--- config.mk ---
export PLATFORM = sky130hd
export DESIGN_NAME = controller
export DESIGN_NICKNAME = d
export VERILOG_FILES = /design/src/rtl/ctrl_pkg.sv /design/src/rtl/controller_condlogic.sv /design/src/rtl/controller.sv
export SDC_FILE = /design/constraint.sdc
export NUM_CORES = 1
export LEC_CHECK = 0
export BUFFER_PORTS_ARGS = -buffer_cell sky130_fd_sc_hd__clkbuf_2
export CAP_MARGIN = 10
export CORE_MARGIN = 8
export CORE_UTILIZATION = 40
export DETAILED_ROUTE_END_ITERATION = 10
export PLACE_DENSITY = 0.75
export SYNTH_ARGS = -nofsm -noshare
export SYNTH_HDL_FRONTEND = slang
export SYNTH_SLANG_ARGS = --single-unit
--- constraint.sdc ---
create_clock -name clk -period 2.2 [get_ports clk]
set_input_delay 0.22 -clock clk [delete_from_list [all_inputs] [get_ports clk]]
set_output_delay 0.22 -clock clk [all_outputs]
set_load 0.05 [all_outputs]
--- src/rtl/ctrl_pkg.sv ---
// Shared encodings for the multicycle ARM-subset control unit: FSM states,
// datapath select codes, opcode classes and condition codes.
package ctrl_pkg;

    typedef enum logic [3:0] {
        FETCH,
        DECODE,
        MEMADR,
        MEMRD,
        MEMWB,
        MEMWR,
        EXECR,
        EXECI,
        ALUWB,
        BRANCH
    } ctrlState_e;

    localparam logic [1:0] ALUCTL_ADD = 2'b00;
    localparam logic [1:0] ALUCTL_SUB = 2'b01;
    localparam logic [1:0] ALUCTL_AND = 2'b10;
    localparam logic [1:0] ALUCTL_ORR = 2'b11;

    localparam logic [1:0] RES_ALUOUT    = 2'b00;
    localparam logic [1:0] RES_DATA      = 2'b01;
    localparam logic [1:0] RES_ALURESULT = 2'b10;

    localparam logic [1:0] SRCB_REG  = 2'b00;
    localparam logic [1:0] SRCB_IMM  = 2'b01;
    localparam logic [1:0] SRCB_FOUR = 2'b10;

    localparam logic [1:0] OP_DP  = 2'b00;
    localparam logic [1:0] OP_MEM = 2'b01;
    localparam logic [1:0] OP_BR  = 2'b10;

    localparam logic [3:0] COND_EQ = 4'b0000;
    localparam logic [3:0] COND_NE = 4'b0001;
    localparam logic [3:0] COND_CS = 4'b0010;
    localparam logic [3:0] COND_CC = 4'b0011;
    localparam logic [3:0] COND_MI = 4'b0100;
    localparam logic [3:0] COND_PL = 4'b0101;
    localparam logic [3:0] COND_VS = 4'b0110;
    localparam logic [3:0] COND_VC = 4'b0111;
    localparam logic [3:0] COND_HI = 4'b1000;
    localparam logic [3:0] COND_LS = 4'b1001;
    localparam logic [3:0] COND_GE = 4'b1010;
    localparam logic [3:0] COND_LT = 4'b1011;
    localparam logic [3:0] COND_GT = 4'b1100;
    localparam logic [3:0] COND_LE = 4'b1101;
    localparam logic [3:0] COND_AL = 4'b1110;

    // flags is {N,Z,C,V}; the reserved 1111 code never executes
    function automatic logic condCheck(input logic [3:0] cond, input logic [3:0] flags);
        logic n, z, c, v;
        logic result;
        n = flags[3];
        z = flags[2];
        c = flags[1];
        v = flags[0];
        case (cond)
            COND_EQ: result = z;
            COND_NE: result = ~z;
            COND_CS: result = c;
            COND_CC: result = ~c;
            COND_MI: result = n;
            COND_PL: result = ~n;
            COND_VS: result = v;
            COND_VC: result = ~v;
            COND_HI: result = c & ~z;
            COND_LS: result = ~(c & ~z);
            COND_GE: result = (n == v);
            COND_LT: result = (n != v);
            COND_GT: result = ~z & (n == v);
            COND_LE: result = ~(~z & (n == v));
            COND_AL: result = 1'b1;
            default: result = 1'b0;
        endcase
        return result;
    endfunction

endpackage

--- src/rtl/controller_condlogic.sv ---
// Condition logic: stored NZCV flags, condition evaluation and gating of the
// architectural write enables by the registered condition result.
module condlogic
    import ctrl_pkg::*;
(
    input  logic       clk,
    input  logic       reset,
    input  logic [3:0] cond,
    input  logic [3:0] aluFlags,
    input  logic [1:0] flagW,
    input  logic       pcs,
    input  logic       nextPc,
    input  logic       regW,
    input  logic       memW,
    output logic       pcWrite,
    output logic       regWrite,
    output logic       memWrite
);

    logic [3:0] flags;
    logic       condEx;
    logic       condExReg;

    assign condEx = condCheck(cond, flags);

    // NZ and CV are written independently so logical ops leave C and V alone
    always_ff @(posedge clk or negedge reset) begin
        if (!reset) begin
            flags     <= 4'b0000;
            condExReg <= 1'b0;
        end else begin
            if (flagW[1] && condEx)
                flags[3:2] <= aluFlags[3:2];
            if (flagW[0] && condEx)
                flags[1:0] <= aluFlags[1:0];
            condExReg <= condEx;
        end
    end

    assign pcWrite  = nextPc | (pcs & condExReg);
    assign regWrite = regW & condExReg;
    assign memWrite = memW & condExReg;

endmodule

--- src/rtl/controller.sv ---
// Multicycle ARM-subset controller: main-decoder FSM and ALU decoder, with
// condition checking and write-enable gating delegated to condlogic.
module controller
    import ctrl_pkg::*;
(
    input  logic        clk,
    input  logic        reset,
    input  logic [19:0] Instr,
    input  logic [3:0]  ALUFlags,
    output logic        PCWrite,
    output logic        MemWrite,
    output logic        RegWrite,
    output logic        IRWrite,
    output logic        AdrSrc,
    output logic [1:0]  RegSrc,
    output logic        ALUSrcA,
    output logic [1:0]  ALUSrcB,
    output logic [1:0]  ResultSrc,
    output logic [1:0]  ImmSrc,
    output logic [1:0]  ALUControl
);

    ctrlState_e state, stateNext;

    logic [3:0] cond;
    logic [1:0] op;
    logic [5:0] funct;
    logic [3:0] rd;
    logic       unusedRn;

    logic       nextPc, branch, regW, memW, aluOp, pcs;
    logic [1:0] flagW;

    assign cond     = Instr[19:16];
    assign op       = Instr[15:14];
    assign funct    = Instr[13:8];
    assign rd       = Instr[3:0];
    assign unusedRn = ^Instr[7:4];

    always_ff @(posedge clk or negedge reset) begin
        if (!reset)
            state <= FETCH;
        else
            state <= stateNext;
    end

    always_comb begin
        stateNext = FETCH;
        case (state)
            FETCH:   stateNext = DECODE;
            DECODE: begin
                case (op)
                    OP_MEM:  stateNext = MEMADR;
                    OP_BR:   stateNext = BRANCH;
                    OP_DP:   stateNext = funct[5] ? EXECI : EXECR;
                    default: stateNext = FETCH;
                endcase
            end
            MEMADR:  stateNext = funct[0] ? MEMRD : MEMWR;
            MEMRD:   stateNext = MEMWB;
            EXECR:   stateNext = ALUWB;
            EXECI:   stateNext = ALUWB;
            default: stateNext = FETCH;
        endcase
    end

    always_comb begin
        nextPc    = 1'b0;
        branch    = 1'b0;
        regW      = 1'b0;
        memW      = 1'b0;
        IRWrite   = 1'b0;
        AdrSrc    = 1'b0;
        ALUSrcA   = 1'b0;
        ALUSrcB   = SRCB_REG;
        ResultSrc = RES_ALUOUT;
        aluOp     = 1'b0;
        case (state)
            FETCH: begin
                IRWrite   = 1'b1;
                nextPc    = 1'b1;
                ALUSrcA   = 1'b1;
                ALUSrcB   = SRCB_FOUR;
                ResultSrc = RES_ALURESULT;
            end
            DECODE: begin
                ALUSrcA   = 1'b1;
                ALUSrcB   = SRCB_FOUR;
                ResultSrc = RES_ALURESULT;
            end
            MEMADR:  ALUSrcB = SRCB_IMM;
            MEMRD:   AdrSrc  = 1'b1;
            MEMWB: begin
                ResultSrc = RES_DATA;
                regW      = 1'b1;
            end
            MEMWR: begin
                AdrSrc = 1'b1;
                memW   = 1'b1;
            end
            EXECR:   aluOp = 1'b1;
            EXECI: begin
                ALUSrcB = SRCB_IMM;
                aluOp   = 1'b1;
            end
            ALUWB:   regW = 1'b1;
            BRANCH: begin
                ALUSrcB   = SRCB_IMM;
                ResultSrc = RES_ALURESULT;
                branch    = 1'b1;
            end
            default: ;
        endcase
    end

    // Only add and subtract produce meaningful carry/overflow
    always_comb begin
        ALUControl = ALUCTL_ADD;
        flagW      = 2'b00;
        if (aluOp) begin
            case (funct[4:1])
                4'b0100: ALUControl = ALUCTL_ADD;
                4'b0010: ALUControl = ALUCTL_SUB;
                4'b0000: ALUControl = ALUCTL_AND;
                4'b1100: ALUControl = ALUCTL_ORR;
                default: ALUControl = ALUCTL_ADD;
            endcase
            flagW[1] = funct[0];
            flagW[0] = funct[0] & ((ALUControl == ALUCTL_ADD) | (ALUControl == ALUCTL_SUB));
        end
    end

    assign pcs    = branch | (regW & (rd == 4'hF));
    assign RegSrc = {(op == OP_MEM), (op == OP_BR)};
    assign ImmSrc = op;

    condlogic uCondLogic (
        .clk      (clk),
        .reset    (reset),
        .cond     (cond),
        .aluFlags (ALUFlags),
        .flagW    (flagW),
        .pcs      (pcs),
        .nextPc   (nextPc),
        .regW     (regW),
        .memW     (memW),
        .pcWrite  (PCWrite),
        .regWrite (RegWrite),
        .memWrite (MemWrite)
    );

endmodule

==> results.toml, run 1 <==
[timing]
finalSetupTns_ps = 0
slew_headroom_pct = 71.2
hold_viol = 0
timing.final.crit_period_ps = 2130
setup_viol = 0
rsz0062_at_grt = "yes"
fmax_ghz = 0.469
finalCritPeriodShare_pct = 96.9
finalMaxSlewViolations = 0
skew_ps = 7.54
tightest_slew_ps = 432

[final_layout]
area_growth_pct = 30.2
drive_gt1_share_pct = 44.4
n_antenna_cell = 0
layout_commonest_cell = "clkbuf_2"
nets = 162
design_area_um2 = 1060
layout_common_cells = "clkbuf_2, nor2_1, dfrtp_1"
final_cells = 162

[worst_setup_path]
start_kind = "register"
crit_chain = "and3b_1 -> or4b_1 -> a31oi_1 -> a221oi_2 -> nor4b_4 -> mux2_1"
slowest_delay_ps = 520
critPathKind = "register to register"
cp_max_fo = 4
worst-path-buf-inv = 0
rr_worst_depth = 6
critPathArrivalTime_ps = 2280
rr_endpoint = "uCondLogic.flags[1]"
critPathRequiredTime_ps = 2350
slowest_stage = "or4b_1"
critPathTopFamily = "simple AND/OR/NAND/NOR gates"
reg2reg_slack_ps = 70
cp-end-kind = "register"
r2r_start = "uCondLogic.flags[1]"

[grt]
grt_usage_pct = 11.9
grt_max_degree = 13
grt_pass1_wl_um = 3510
grt_pass1_vias = 843
overflow = 0
grt_antenna_before_repair = 0

[power]
switchingPower_uw = 867
ir_worst_vdd_mv = 1.30
power.density_nw_per_um2 = 1380
swShare_pct = 59.0
clock_power_share_pct = 8.7
comb_power_share_pct = 68.6
p_total_mw = 1.47
seqPwrFrac_pct = 22.7
p_leak_nw = 0.509
p_int_uw = 602

[floorplan]
dieHeight_um = 61.2
pin_count = 42
start_util_pct = 42.0
die_w_um = 61.2
rows = 16
dieArea_um2 = 3740
core_area_um2 = 1940

[detailed_routing]
ant_nets = 0
drtPass1Iterations = 4
drc_errors = 0
drt_iter0_drc = 21
vias_per_cell = 5.27
wl_per_cell_um = 13.8
wirelength_um = 2240
vias = 854

[synth]
syn_avg_cell_area_um2 = 8.32
syn_inst = 98
synth_seq_area_share_pct = 27.6
synth_area_leaders = "dfrtp_1, nor2_1, nor3_1"
ys_types = 42
synth_warnings = 0
synth_fp_nets = 124
synth_top_area_share_pct = 27.6
yosys.area.top_type = "dfrtp_1"
ys_ff_latch = 9
synth_area_um2 = 816

[clock_tree]
path_clk_slew_ps = 70
cts_buffers = 3
cts_tree = "done"
insertion_delay_ps = 260
cts.sinks = 9
max-clock-path-buffers = 2
htreeDepth = 1
cts_root_buf = "clkbuf_4"

[hold_path]
hold_depth = 2
min_to = "uCondLogic.flags[0]"
min_from = "ALUFlags[0]"
hold_class = "primary input to register"

[placement]
place_inst = 156
dp_hpwl_um = 1860
dpl-instance-area_um2 = 1010
portBuffers = 37
gp_congestion = 0.855

[flow_run]
drv_cap = 0

[status]
status = "finished, final reports clean"
-- worst max path at each step --
stage	from	end	depth (start not counted)
3_3_place_gp	uCondLogic.flags[0]	uCondLogic.flags[1]	6
3_5_place_dp	uCondLogic.flags[2]	uCondLogic.flags[1]	6
2_1_floorplan	state[0]	ALUSrcB[0]	3
4_1_cts	uCondLogic.flags[0]	uCondLogic.flags[1]	6
6_report	uCondLogic.flags[1]	uCondLogic.flags[1]	6
5_1_grt	uCondLogic.flags[2]	uCondLogic.flags[1]	6
-- flip-flops by register name, summed over array words and instances (netlist names) --
name / count
uCondLogic.condExReg: 1
state: 4
uCondLogic.flags: 4
-- kinds of logic after synthesis --
logic type	count (synthesis)	synth area share, %
AO/OA/AOI/OAI	22	19.3
buffers and inverters	15	10.3
XOR/XNOR	4	4.30
AND/OR/NAND/NOR	43	31.7
flip-flops	9	27.6
multiplexers	5	6.75
-- stage by stage --
| stage | util [%] | hold slack (ps) | worst slack, ps |
|---|---|---|---|
| after floorplan | - | -75.6 | 16.4 |
| after CTS | 54.2 | 178 | 19.0 |
| after global placement | 51.9 | 81.7 | 69.9 |
| after detailed placement | 51.9 | 86.2 | 3.46 |
| after global routing | 54.7 | 185 | -34.7 |
| final | 54.7 | 182 | 67.6 |
-- worst reg2reg max path, delay by kind of cell (launching register included) --
family          cells  cell delay (ps)
mux                 1              350
simple gates        3              980
compound gates      2              270
flops               1              410
-- timing repair --
item / in CTS / in global routing
hold buffers: 1 / 0
endpoints found under the setup margin: 1 / 5
endpoints found under the hold margin: 9 / 0
resized for setup: 0 / 3
pin swaps: 0 / 1
buffers inserted: 1 / 0
-- cells in the mapped netlist, drive strengths merged --
cell	n
and2b	1
o41ai	2
nor4b	1
dfrtp	9
a221oi	1
inv	6
nand2b	2
and2	1
nand3	1
nor2b	1
buf	7
o21a	1
and4bb	1
or2	2
clkbuf	2
a211oi	1
or2b	1
nand2	5
xnor2	3
a2111oi	1
xor2	1
a31oi	1
mux2	4
or4b	1
a41oi	2
o21ai	4
and4b	1
nor3	7
nor2	14
o211ai	2
a21oi	5
o22a	1
nand4	2
o32ai	1
and3b	1
nand3b	1
mux2i	1
-- layer usage --
layer  GRT usage, %  wire, um  vias up
li1               -         -      426
met1           14.5       930      395
met2           20.4      1160       29
met3           1.88       125        4
met4           3.99        25        0
met5              0         0        -
-- power by group through the flow --
stage	clock network (mW)	registers [mW]	logic (mW)
after floorplan	0	0.288	0.812
after global placement	0	0.332	0.962
after detailed placement	0	0.338	0.988
after CTS	0.133	0.331	1.01
after global routing	0.137	0.344	1.07
final	0.128	0.334	1.01
-- cell type report --
class	count	area, um2
repair buffers	42	228
well taps	27	33.8
inverters	6	22.5
flip-flops and latches	9	225
clock inverters	1	5.00
multi-input cells	74	526
fillers	192	880
clock buffers	3	22.5
No activity file was read; power rests on OpenSTA's default activity.
==> run 2: changes to the inputs <==
--- a/config.mk
+++ b/config.mk
@@ -5,12 +5,13 @@
 export SDC_FILE = /design/constraint.sdc
 export NUM_CORES = 1
 export LEC_CHECK = 0
-export BUFFER_PORTS_ARGS = -buffer_cell sky130_fd_sc_hd__clkbuf_2
 export CAP_MARGIN = 10
 export CORE_MARGIN = 8
-export CORE_UTILIZATION = 40
+export CORE_UTILIZATION = 55
 export DETAILED_ROUTE_END_ITERATION = 10
-export PLACE_DENSITY = 0.75
+export DONT_BUFFER_PORTS = 1
+export PLACE_DENSITY = 0.73
+export RECOVER_POWER = 100
 export SYNTH_ARGS = -nofsm -noshare
 export SYNTH_HDL_FRONTEND = slang
 export SYNTH_SLANG_ARGS = --single-unit
==> run 2 against run 1 <==
  * Worst setup slack worse by 47 ps
  * Critical path depth did not move
  * Via count fell by 9.6%
  * Fmax down 2.2%
  * Sequential share of layout area up 0.59 points
  * Register-to-register slack got worse by 50 ps
==> results.toml, run 2 (synthesis results as in run 1) <==
[placement]
place_inst = 122
dp_hpwl_um = 1580
dpl-instance-area_um2 = 926
place_ws_ps = 28.2
gp_congestion = 0.775
portBuffers = 0

[final_layout]
fillCellCount = 115
top_regs = "state (4), uCondLogic.flags (4), uCondLogic.condExReg (1)"
n_antenna_cell = 0
layout_common_cells = "buf_4, nor2_1, dfrtp_1"
regArea_um2 = 225
post-route-util_pct = 71.1
area_growth_pct = 26.7
multiInputGateArea_um2 = 594
final_cells = 129
design_area_um2 = 1030
drive_gt1_share_pct = 36.3
nets = 140
layout_commonest_cell = "buf_4"

[clock_tree]
cts.sinks = 9
insertion_delay_ps = 250
path_clk_slew_ps = 50
cts_buffers = 3
cts_root_buf = "clkbuf_4"
htreeDepth = 1
max-clock-path-buffers = 2
cts_tree = "done"

[detailed_routing]
ant_nets = 0
drtPass1Iterations = 4
vias_per_cell = 5.98
drc_errors = 0
wl_per_cell_um = 16.1
vias = 772
wirelength_um = 2080
drt_iter0_drc = 19

[floorplan]
rows = 14
start_util_pct = 56.1
dieHeight_um = 54.5
core_area_um2 = 1450
dieArea_um2 = 2970
pin_count = 42
die_w_um = 54.5

[flow_run]
drv_cap = 0

[worst_setup_path]
cp_max_fo = 4
reg2reg_slack_ps = 20
critPathRequiredTime_ps = 2330
critPathKind = "register to register"
cp-end-kind = "register"
critPathArrivalTime_ps = 2310
start_kind = "register"

[timing]
finalCritPeriodShare_pct = 99.1
skew_ps = 4.80
slew_headroom_pct = 60.0
tightest_slew_ps = 603
fmax_ghz = 0.459
hold_viol = 0
setup_viol = 0
finalSetupTns_ps = 0
finalMaxSlewViolations = 0
layout_setup_ws_ps = 20.6
rsz0062_at_grt = "yes"
whs_ps = 106
timing.final.crit_period_ps = 2180

[grt]
grt_pass1_vias = 771
grt_pass1_wl_um = 3110
overflow = 0
grt_max_degree = 14
grt_usage_pct = 13.7
grt_antenna_before_repair = 0

[power]
p_leak_nw = 0.431
power.density_nw_per_um2 = 1520
ir_worst_vdd_mv = 0.660
p_total_mw = 1.57

[hold_path]
hold_class = "primary input to register"

[status]
status = "finished, final reports clean"
run 2: cell count changes in the layout (fill, tap and decap cells not counted), sizes merged:
cell	previous run	this run
clkinv	1	0
clkbuf	40	6
buf	4	17
run 2: worst max-delay path: stages, from the launching register on:
cell and delay [ps]:
dfrtp_1 410, xnor2_2 170, and4b_2 250, o41ai_4 410, a221oi_4 130, nor4b_4 360
mux2_4 330
run 2: worst paths after layout:
check,from,end,depth (start not counted)
setup / recovery,uCondLogic.flags[3],uCondLogic.flags[1],6
hold / removal,Instr[14],state[3],1
setup reg to reg,uCondLogic.flags[3],uCondLogic.flags[1],6
hold reg to reg,uCondLogic.flags[1],uCondLogic.flags[1],1
max in group asynchronous,reset,uCondLogic.flags[1],1
min in group asynchronous,reset,uCondLogic.condExReg,1
run 2: repair_timing:
item	in CTS	in global routing
resized for setup	0	9
endpoints found under the setup margin	0	2
hold endpoints to repair	9	0
buffers inserted	0	2
hold buffers	1	0
run 2: where the power goes:
part           internal [mW]  leakage, nW  switching, mW  total (mW)
Combinational          0.409        0.299          0.682        1.09
Clock                 0.0695       0.0150         0.0518       0.121
Sequential             0.235        0.117          0.127       0.361
run 2: cell type report:
type | count | share of cell area (%)
inverter | 6 | 2.18
tap | 16 | 1.94
clock buffer | 4 | 2.54
sequential | 9 | 21.8
timing repair buffer | 20 | 14.0
multi-input combinational | 74 | 57.5
run 2: per-layer routing:
metal	wire length [um]	global-route usage, %	up-vias
li1	-	-	378
met1	882	15.1	368
met2	1010	24.0	24
met3	166	3.26	2
met4	19	6.56	0
met5	0	0	-
